**src/rtl/bk_divider.sv**
```systemverilog
// Sequential radix-2 restoring divider; one Brent-Kung trial subtraction per cycle.
// Optional macro BK_DIV_SIGNED_EN selects two's-complement operands (magnitude divide + sign fix-up).
module bk_divider #(
  parameter int unsigned nLayer = 5,
  localparam int unsigned N = 2 ** (nLayer - 1)
) (
  input  logic         inp_clk,
  input  logic         inp_rst,
  input  logic         inp_start,
  input  logic [N-1:0] inp_dividend,
  input  logic [N-1:0] inp_divisor,
  output logic         out_busy,
  output logic         out_done,
  output logic [N-1:0] out_quotient,
  output logic [N-1:0] out_remainder,
  output logic         out_div_by_zero
);

  localparam int unsigned W  = N + 1;
  localparam int unsigned CW = (nLayer > 1) ? nLayer - 1 : 1;

  typedef enum logic [1:0] {S_IDLE, S_CALC, S_DONE} state_t;

  state_t         state_q, state_d;
  logic [CW-1:0]  cnt_q, cnt_d;
  logic [N-1:0]   q_q, q_d;
  logic [N-1:0]   r_q, r_d;
  logic [N-1:0]   dv_q, dv_d;
  logic           busy_q, busy_d;
  logic           done_q, done_d;
  logic [N-1:0]   quot_q, quot_d;
  logic [N-1:0]   rem_q, rem_d;
  logic           dbz_q, dbz_d;
`ifdef BK_DIV_SIGNED_EN
  logic           qneg_q, qneg_d;
  logic           rneg_q, rneg_d;
`endif

  logic [W-1:0]   shifted;
  logic [N-1:0]   trial;
  logic           no_borrow;
  logic [N-1:0]   r_next;
  logic [N-1:0]   q_next;

  assign shifted = {r_q, q_q[N-1]};

  // Brent-Kung prefix carry network computing shifted - {0,D}; carry-in is 1
  always_comb begin : prefix_sub
    logic [W-1:0] b_op;
    logic [W-1:0] pg;
    logic [W-1:0] gg;
    logic [W-1:0] pp;
    int           d;
    b_op  = ~{1'b0, dv_q};
    pg    = shifted ^ b_op;
    gg    = shifted & b_op;
    pp    = pg;
    gg[0] = gg[0] | pg[0];
    for (int lvl = 0; lvl < int'(nLayer); lvl++) begin
      d = 1 << lvl;
      for (int i = 0; i < int'(W); i++) begin
        if (((i + 1) % (2 * d)) == 0) begin
          gg[i] = gg[i] | (pp[i] & gg[i-d]);
          pp[i] = pp[i] & pp[i-d];
        end
      end
    end
    for (int lvl = int'(nLayer) - 2; lvl >= 0; lvl--) begin
      d = 1 << lvl;
      for (int i = 0; i < int'(W); i++) begin
        if (i >= 2 * d && ((i + 1) % (2 * d)) == d) begin
          gg[i] = gg[i] | (pp[i] & gg[i-d]);
          pp[i] = pp[i] & pp[i-d];
        end
      end
    end
    trial     = pg[N-1:0] ^ {gg[N-2:0], 1'b1};
    no_borrow = gg[W-1];
  end

  assign r_next = no_borrow ? trial : shifted[N-1:0];
  assign q_next = {q_q[N-2:0], no_borrow};

  // Next-state and output logic
  always_comb begin
    state_d = state_q;
    cnt_d   = cnt_q;
    q_d     = q_q;
    r_d     = r_q;
    dv_d    = dv_q;
    busy_d  = busy_q;
    done_d  = 1'b0;
    quot_d  = quot_q;
    rem_d   = rem_q;
    dbz_d   = dbz_q;
`ifdef BK_DIV_SIGNED_EN
    qneg_d  = qneg_q;
    rneg_d  = rneg_q;
`endif
    unique case (state_q)
      S_IDLE, S_DONE: begin
        state_d = S_IDLE;
        if (inp_start) begin
          cnt_d = '0;
          r_d   = '0;
`ifdef BK_DIV_SIGNED_EN
          q_d    = inp_dividend[N-1] ? N'(-inp_dividend) : inp_dividend;
          dv_d   = inp_divisor[N-1] ? N'(-inp_divisor) : inp_divisor;
          qneg_d = inp_dividend[N-1] ^ inp_divisor[N-1];
          rneg_d = inp_dividend[N-1];
`else
          q_d  = inp_dividend;
          dv_d = inp_divisor;
`endif
          if (inp_divisor == '0) begin
            state_d = S_DONE;
            done_d  = 1'b1;
            quot_d  = '1;
            rem_d   = inp_dividend;
            dbz_d   = 1'b1;
          end else begin
            state_d = S_CALC;
            busy_d  = 1'b1;
          end
        end
      end
      S_CALC: begin
        q_d   = q_next;
        r_d   = r_next;
        cnt_d = cnt_q + CW'(1);
        if (cnt_q == CW'(N - 1)) begin
          state_d = S_DONE;
          busy_d  = 1'b0;
          done_d  = 1'b1;
          dbz_d   = 1'b0;
`ifdef BK_DIV_SIGNED_EN
          quot_d = qneg_q ? N'(-q_next) : q_next;
          rem_d  = rneg_q ? N'(-r_next) : r_next;
`else
          quot_d = q_next;
          rem_d  = r_next;
`endif
        end
      end
      default: state_d = S_IDLE;
    endcase
  end

  always_ff @(posedge inp_clk) begin
    if (inp_rst) begin
      state_q <= S_IDLE;
      cnt_q   <= '0;
      q_q     <= '0;
      r_q     <= '0;
      dv_q    <= '0;
      busy_q  <= 1'b0;
      done_q  <= 1'b0;
      quot_q  <= '0;
      rem_q   <= '0;
      dbz_q   <= 1'b0;
`ifdef BK_DIV_SIGNED_EN
      qneg_q  <= 1'b0;
      rneg_q  <= 1'b0;
`endif
    end else begin
      state_q <= state_d;
      cnt_q   <= cnt_d;
      q_q     <= q_d;
      r_q     <= r_d;
      dv_q    <= dv_d;
      busy_q  <= busy_d;
      done_q  <= done_d;
      quot_q  <= quot_d;
      rem_q   <= rem_d;
      dbz_q   <= dbz_d;
`ifdef BK_DIV_SIGNED_EN
      qneg_q  <= qneg_d;
      rneg_q  <= rneg_d;
`endif
    end
  end

  assign out_busy        = busy_q;
  assign out_done        = done_q;
  assign out_quotient    = quot_q;
  assign out_remainder   = rem_q;
  assign out_div_by_zero = dbz_q;

endmodule

```
**config.mk**
```make
export PLATFORM = sky130hd
export DESIGN_NAME = bk_divider
export DESIGN_NICKNAME = d
export VERILOG_FILES = /design/src/rtl/bk_divider.sv
export SDC_FILE = /design/constraint.sdc
export NUM_CORES = 1
export LEC_CHECK = 0
export ABC_AREA = 0
export ABC_CLOCK_PERIOD_IN_PS = 4780
export CELL_PAD_IN_SITES_DETAIL_PLACEMENT = 0
export CELL_PAD_IN_SITES_GLOBAL_PLACEMENT = 1
export CORE_UTILIZATION = 45
export CTS_BUF_LIST = sky130_fd_sc_hd__clkbuf_8
export DETAILED_ROUTE_END_ITERATION = 8
export GPL_TIMING_DRIVEN = 0
export HOLD_SLACK_MARGIN = 0.12
export PLACE_DENSITY_LB_ADDON = 0.25
export SYNTH_ARGS = -nofsm -noshare
export SYNTH_HDL_FRONTEND = slang
export SYNTH_SLANG_ARGS = --single-unit
export TNS_END_PERCENT = 30
```
**constraint.sdc**
```tcl
create_clock -name inp_clk -period 4.78 [get_ports inp_clk]
set_input_delay 0.956 -clock inp_clk [delete_from_list [all_inputs] [get_ports inp_clk]]
set_output_delay 0.956 -clock inp_clk [all_outputs]
set_load 0.05 [all_outputs]
```
==> results of run 1 <==
registers in the layout, indices dropped and copies added (netlist names):
name             cells
dv_q                16
out_busy             1
r_q                 16
q_q                 16
out_div_by_zero      1
state_q              2
out_remainder       16
cnt_q                4
out_done             1
out_quotient        16
power groups by stage:
stage | Clock [mW] | Sequential [mW] | Combinational [mW]
after detailed placement | 0 | 0.862 | 0.941
final | 0.499 | 0.846 | 0.945
after global placement | 0 | 0.859 | 0.926
after floorplan | 0 | 0.893 | 0.677
after CTS | 0.503 | 0.845 | 0.944
after global routing | 0.535 | 0.853 | 1.02
cell families (layout without fill, tap and decap cells):
group           count (synthesis)  after routing
mux                            16             16
compound gates                137            137
xor+xnor                        7              7
flops                          89             89
buf+inv                        56            140
fa+ha+maj                      24             24
simple gates                  168            168
layout by cell type, fill, tap and decap left out, types with 4 or more instances in the layout:
| master | n |
|---|---|
| a22o_1 | 5 |
| a32oi_1 | 9 |
| o21ai_0 | 19 |
| mux2i_1 | 16 |
| clkdlybuf4s50_1 | 68 |
| o22ai_1 | 7 |
| xor2_1 | 4 |
| a211o_1 | 4 |
| nor2_1 | 49 |
| ha_1 | 16 |
| clkbuf_1 | 22 |
| dfxtp_1 | 89 |
| buf_1 | 8 |
| a311oi_1 | 7 |
| nand2_1 | 73 |
| a21oi_1 | 39 |
| a211oi_1 | 25 |
| inv_1 | 20 |
| nand3b_1 | 5 |
| clkbuf_8 | 9 |
| nand2b_1 | 5 |
| nor4_1 | 6 |
| nand3_1 | 7 |
| fa_1 | 8 |
| a21o_1 | 4 |
routing by layer:
metal	track usage [%]	vias to the layer above
li1	-	1923
met1	29.65	1789
met2	42.20	102
met3	3.584	10
met4	5.204	0
met5	0	-
path summary, 6_finish.rpt:
check                             start       to  slack [ns]
worst max-delay path            q_q[15]  r_q[15]        1.57
worst min-delay path            dv_q[6]  dv_q[6]        0.46
worst max register to register  q_q[15]  r_q[15]        1.57
worst min register to register  dv_q[6]  dv_q[6]        0.46
tightest hold or removal path: cells and delay by family (launching register included):
kind | cells | cell delay, ns
flip-flops | 1 | 0.32
AND/OR/NAND/NOR | 1 | 0.05
AO/OA/AOI/OAI | 1 | 0.05
metrics by stage:
stage	setup WS (ns)	utilization (%)	power, mW	std cells	instance area (sq um)
6_report	1.571	57.48	2.289	710	5311
3_5_place_dp	1.401	55.50	1.803	694	5129
2_1_floorplan	2.127	-	1.570	497	4287
4_1_cts	1.583	57.48	2.292	710	5311
3_3_place_gp	1.434	55.50	1.785	694	5129
5_1_grt	1.420	57.48	2.409	710	5311
final cells by class:
cell class                      count  area, sq um  area share (%)
Buffer                             36        170.2           3.204
Clock inverter                      7        58.81           1.107
Multi-Input combinational cell    352         2260           42.54
Clock buffer                        9        123.9           2.332
Sequential cell                    89         1782           33.55
Timing Repair Buffer               68        680.7           12.82
Inverter                           20        75.07           1.413
Tap cell                          129        161.4           3.039
==> flow_metrics.py, run 1 <==
metrics = {
    "floorplanning": {
        "rows": 35,
        "initial_utilization_pct": 46.39,
        "dieArea_sq_um": 9920,
        "fp.dieW_microns": 99.60,
        "io_pins": 70,
        "coreArea_sq_um": 9240,
        "die_y_microns": 99.60,
    },
    "synth": {
        "synthTopCellsByCount": "89 x dfxtp_1, 73 x nand2_1, 49 x nor2_1",
        "synthTopCellsByArea": "dfxtp_1 42%, nand2_1 6.4%, ha_1 4.7%, a21oi_1 4.6%, a211oi_1 4.4%",
        "ys_seq_elements": 89,
        "synthArstFlopShare_pct": 0,
        "syn_area_sq_um": 4287,
        "yosys_warnings": 0,
        "synth_top_family_by_area": "compound AO/OA/AOI/OAI gates",
        "syn_avg_cell_area_sq_um": 8.625,
        "synth_xor_area_share_pct": 1.430,
        "synthAdderAreaFrac_pct": 8.406,
        "synth_edf_count": 0,
        "synthMuxAreaShare_pct": 3.736,
        "yosys.area_share.simple_pct": 17.86,
        "synth_cells": 497,
        "yosysMostFrequentCell": "dfxtp_1",
        "synthFlopType": "dfxtp_1",
        "synth_area_leader_cell": "dfxtp_1",
        "yosysSeqAreaShare_pct": 41.56,
        "syn_nets": 556,
        "synth-compound-area-share_pct": 21.28,
        "synth_top_area_share_pct": 41.56,
        "synth_cell_types": 50,
    },
    "critical_path": {
        "cpPeakStageDelay_ns": 0.40,
        "critPathLaunchType": "flip-flop",
        "path_buf_inv": 1,
        "path_class": "reg -> reg",
        "required_ns": 5.02,
        "cp_num_cells": 13,
        "crit_family": "adder cells",
        "cp_slowest_cell": "fa_1",
        "path_cells": "inv_1 > ha_1 > fa_1 > nor2b_1 > o31ai_1 > a31oi_1 > or2_2 > a31oi_1 > o21ba_2 > fa_1 > xnor2_1 > mux2i_1 > o21ai_0",
        "rr_worst_depth": 13,
        "worstSetupEndpointType": "flip-flop",
        "path_max_fanout": 3,
        "arrival_ns": 3.45,
    },
    "power": {
        "p_sw_share_pct": 37.48,
        "p_leak_nw": 1.959,
        "clkPwrFrac_pct": 21.8,
        "p_int_mw": 1.431,
        "switchingPower_mw": 0.8580,
        "p_per_area_nw_per_um2": 431.0,
        "seq_power_share_pct": 36.9,
        "comb_power_share_pct": 41.3,
        "max-vdd-ir-drop_uv": 301.8,
    },
    "sta": {
        "hold_viol": 0,
        "worstMarginPinSlew_ns": 0.8983,
        "timing.fmax_mhz": 311.6,
        "slew_headroom_pct": 40.11,
        "finalClockSkew_ns": 0.01499,
        "worst_hold_slack_ns": 0.4574,
        "rsz0062_at_grt": "no",
        "finalWorstPathRequiredPeriod_ns": 3.209,
        "setup_viol": 0,
        "finalSetupTns_ns": 0,
        "fin_crit_sh_pct": 67.13,
        "finalMaxSlewViolations": 0,
    },
    "global_routing": {
        "overflow": 0,
        "grt_usage_pct": 23.48,
        "grt_pass1_vias": 3724,
        "antenna_found_initial": 0,
        "grt_max_degree": 18,
        "grt_first_pass_wirelength_microns": 18250,
    },
    "detailed_routing": {
        "drt-wirelength-per-cell_microns": 15.67,
        "dr.first_iter.drc_count": 196,
        "wl_met1_microns": 5055,
        "top_layer_used": "met4",
        "routed_wl_microns": 11130,
        "dr_wl_met2_microns": 5476,
        "wl_met3_microns": 491,
        "num_vias": 3824,
        "dr.pass1.iters": 4,
        "ant_nets": 0,
        "viasPerCell": 5.386,
        "post-route-drc-count": 0,
    },
    "clock_network": {
        "cts_resized": 0,
        "path_clk_slew_ns": 0.10,
        "h-tree-depth": 3,
        "tritoncts": "done",
        "postCtsSetupBuffers": 0,
        "clkSinkCount": 89,
        "root_buffer": "clkbuf_8",
        "clk_latency_ns": 0.36,
        "cts_buffer_depth": 2,
        "cts_buffers": 9,
        "cts_hold_buf": 0,
    },
    "hold_path": {
        "hold_path_depth": 2,
        "hold_class": "reg -> reg",
    },
    "final_layout": {
        "syn2layout_area_growth_pct": 23.91,
        "final_nets": 635,
        "nFillCells": 893,
        "diodes": 0,
        "drive_gt1_share_pct": 4.303,
    },
    "outcome": {
        "status": "finished, final reports clean",
    },
    "placed_design": {
        "hpwl_microns": 8610,
        "io_buffer_count": 68,
        "gp_congestion": 0.8848,
    },
    "flow_run": {
        "maxCapViolations": 0,
    },
}
Note: power is estimated with default switching activity, not from simulation.
==> run 2: changes to the inputs <==
ABC_CLOCK_PERIOD_IN_PS = 2800   (was 4780)
CORE_UTILIZATION = 37   (was 45)
clock period = 2.8 ns   (was 4.78 ns; I/O delays follow)
==> run 2 against run 1 <==
Compared with the run above:
- the flow now finishes with violations (negative setup slack)
- clock power rose by 73%
- global-route usage is 1.5 points lower
- worst setup slack got worse by 1.6 ns
- non-clock buffer count is 5 higher
- first-iteration DRC count rose by 4.1%
- utilization is 8.1 points lower
- maximum frequency grew 14%
- flip-flop and latch count stayed put
- largest power group unchanged
==> flow_metrics.py, run 2 (same netlist as run 1, synthesis figures left out) <==
metrics = {
    "floorplanning": {
        "initial_utilization_pct": 38.69,
        "io_pins": 70,
        "fp.dieW_microns": 109.6,
        "coreArea_sq_um": 11080,
        "rows": 38,
        "dieArea_sq_um": 12020,
        "die_y_microns": 109.6,
    },
    "clock_network": {
        "tritoncts": "done",
        "path_clk_slew_ns": 0.10,
        "clkSinkCount": 89,
        "root_buffer": "clkbuf_8",
        "h-tree-depth": 3,
        "cts_buffers": 9,
        "cts_hold_buf": 0,
        "clk_latency_ns": 0.38,
        "cts_buffer_depth": 2,
    },
    "critical_path": {
        "reg2reg_slack_ns": -0.02,
        "path_class": "reg -> reg",
        "critPathLaunch": "q_q[15]",
        "path_max_fanout": 2,
        "endpoint": "out_remainder[15]",
        "critPathLaunchType": "flip-flop",
        "worstSetupEndpointType": "flip-flop",
        "arrival_ns": 3.07,
        "rr_worst_depth": 13,
        "required_ns": 3.04,
        "reg2reg_to": "out_remainder[15]",
        "reg2reg_from": "q_q[15]",
    },
    "placed_design": {
        "io_buffer_count": 68,
        "hpwl_microns": 9174,
        "gp_congestion": 0.8332,
        "placed_cells": 705,
    },
    "final_layout": {
        "layout.cells.non_filler": 726,
        "layout_common_cells": "86 x dfxtp_1, 73 x nand2_1, 68 x clkdlybuf4s50_1",
        "mostFrequentLayoutCell": "dfxtp_1",
        "drive_gt1_share_pct": 7.679,
        "nFillCells": 1085,
        "syn2layout_area_growth_pct": 27.52,
        "final_nets": 640,
        "diodes": 0,
    },
    "outcome": {
        "status": "finished, violations left",
        "violations": "negative setup slack",
    },
    "detailed_routing": {
        "post-route-drc-count": 0,
        "drt-wirelength-per-cell_microns": 16.87,
        "dr.pass1.iters": 5,
        "dr.first_iter.drc_count": 204,
        "routed_wl_microns": 12250,
        "ant_nets": 0,
        "num_vias": 3924,
        "viasPerCell": 5.405,
    },
    "global_routing": {
        "overflow": 0,
        "grt_max_degree": 17,
        "grt_first_pass_wirelength_microns": 19840,
        "antenna_found_initial": 0,
        "grt_usage_pct": 21.94,
        "grt_pass1_vias": 3902,
    },
    "hold_path": {
        "hold_class": "reg -> reg",
    },
    "sta": {
        "worstMarginPinSlew_ns": 0.9089,
        "layout_setup_ws_ns": -0.02176,
        "hold_viol": 0,
        "timing.fmax_mhz": 354.4,
        "fin_crit_sh_pct": 100.8,
        "finalWorstPathRequiredPeriod_ns": 2.822,
        "finalClockSkew_ns": 0.01679,
        "finalMaxSlewViolations": 0,
        "worst_hold_slack_ns": 0.4602,
        "rsz0062_at_grt": "yes",
        "setup_viol": 3,
        "slew_headroom_pct": 39.40,
    },
    "power": {
        "p_per_area_nw_per_um2": 760.4,
        "max-vdd-ir-drop_uv": 395.9,
        "p_leak_nw": 2.010,
    },
    "flow_run": {
        "maxCapViolations": 0,
    },
}
==> run 2: worst max-delay path: stages, from the launching register on <==
cell and delay, ns:
dfxtp_2 0.37, inv_4 0.05, ha_4 0.15, fa_2 0.37, nor2b_4 0.15, o31ai_4 0.09
a31oi_4 0.21, or2_4 0.16, a31oi_4 0.09, o21ba_4 0.21, fa_2 0.35, xnor2_2 0.14
mux2i_2 0.21, o22ai_1 0.11
==> run 2: layout make-up <==
cell class              instances  area (sq um)  share of cell area, %
multi-input cells             352          2355                  43.08
flip-flops and latches         89          1785                  32.66
repair buffers                 73         718.2                  13.14
well taps                     140         175.2                  3.204
plain buffers                  36         170.2                  3.113
clock buffers                  10         137.6                  2.518
inverters                      20         77.57                  1.419
clock inverters                 6         47.55                 0.8698
==> run 2: worst min path at each step <==
| stage | end | startpoint | cells after the start | slack (ns) |
|---|---|---|---|---|
| finish | dv_q[5] | dv_q[5] | 2 | 0.46 |
| global route | dv_q[6] | dv_q[6] | 2 | 0.48 |
| CTS | dv_q[5] | dv_q[5] | 2 | 0.46 |
| detailed placement | dv_q[7] | dv_q[7] | 2 | 0.45 |
| global placement | dv_q[15] | dv_q[15] | 2 | 0.45 |
| floorplan | r_q[15] | r_q[15] | 2 | 0.43 |
==> run 2: where the power goes <==
part           total (mW)  leakage, nW  switching [mW]  internal (mW)
sequential           1.45        0.728          0.0774           1.37
clock               0.862       0.0937           0.506          0.357
combinational        1.85         1.19           0.984          0.864
total                4.16         2.01            1.57           2.59
==> run 2: stage by stage <==
stage	instance area (sq um)	setup WS (ns)	utilization, %	power [mW]	setup TNS (ns)
after floorplan	4287	0.1472	-	2.680	0
after global placement	5142	-0.2897	46.42	3.091	-3.443
after detailed placement	5142	-0.3283	46.42	3.123	-3.953
after CTS	5436	-0.09834	49.07	4.112	-0.2785
after global routing	5466	-0.1138	49.34	4.387	-0.4143
final	5466	-0.02176	49.34	4.157	-0.04794
==> run 2: timing repair <==
| item | CTS | global route |
|---|---|---|
| hold endpoints to repair | 0 | 0 |
| buffers inserted | 4 | 1 |
| pin swaps | 5 | 5 |
| gates resized for setup | 19 | 6 |
| endpoints found under the setup margin | 11 | 12 |
==> run 2: per-layer routing <==
layer | track usage [%] | share of wire (%) | routed length [microns]
met5 | 0 | 0 | 0
met4 | 10.00 | 2.2 | 265
met3 | 2.964 | 3.2 | 391
met2 | 36.07 | 46 | 5689
met1 | 28.55 | 48 | 5904
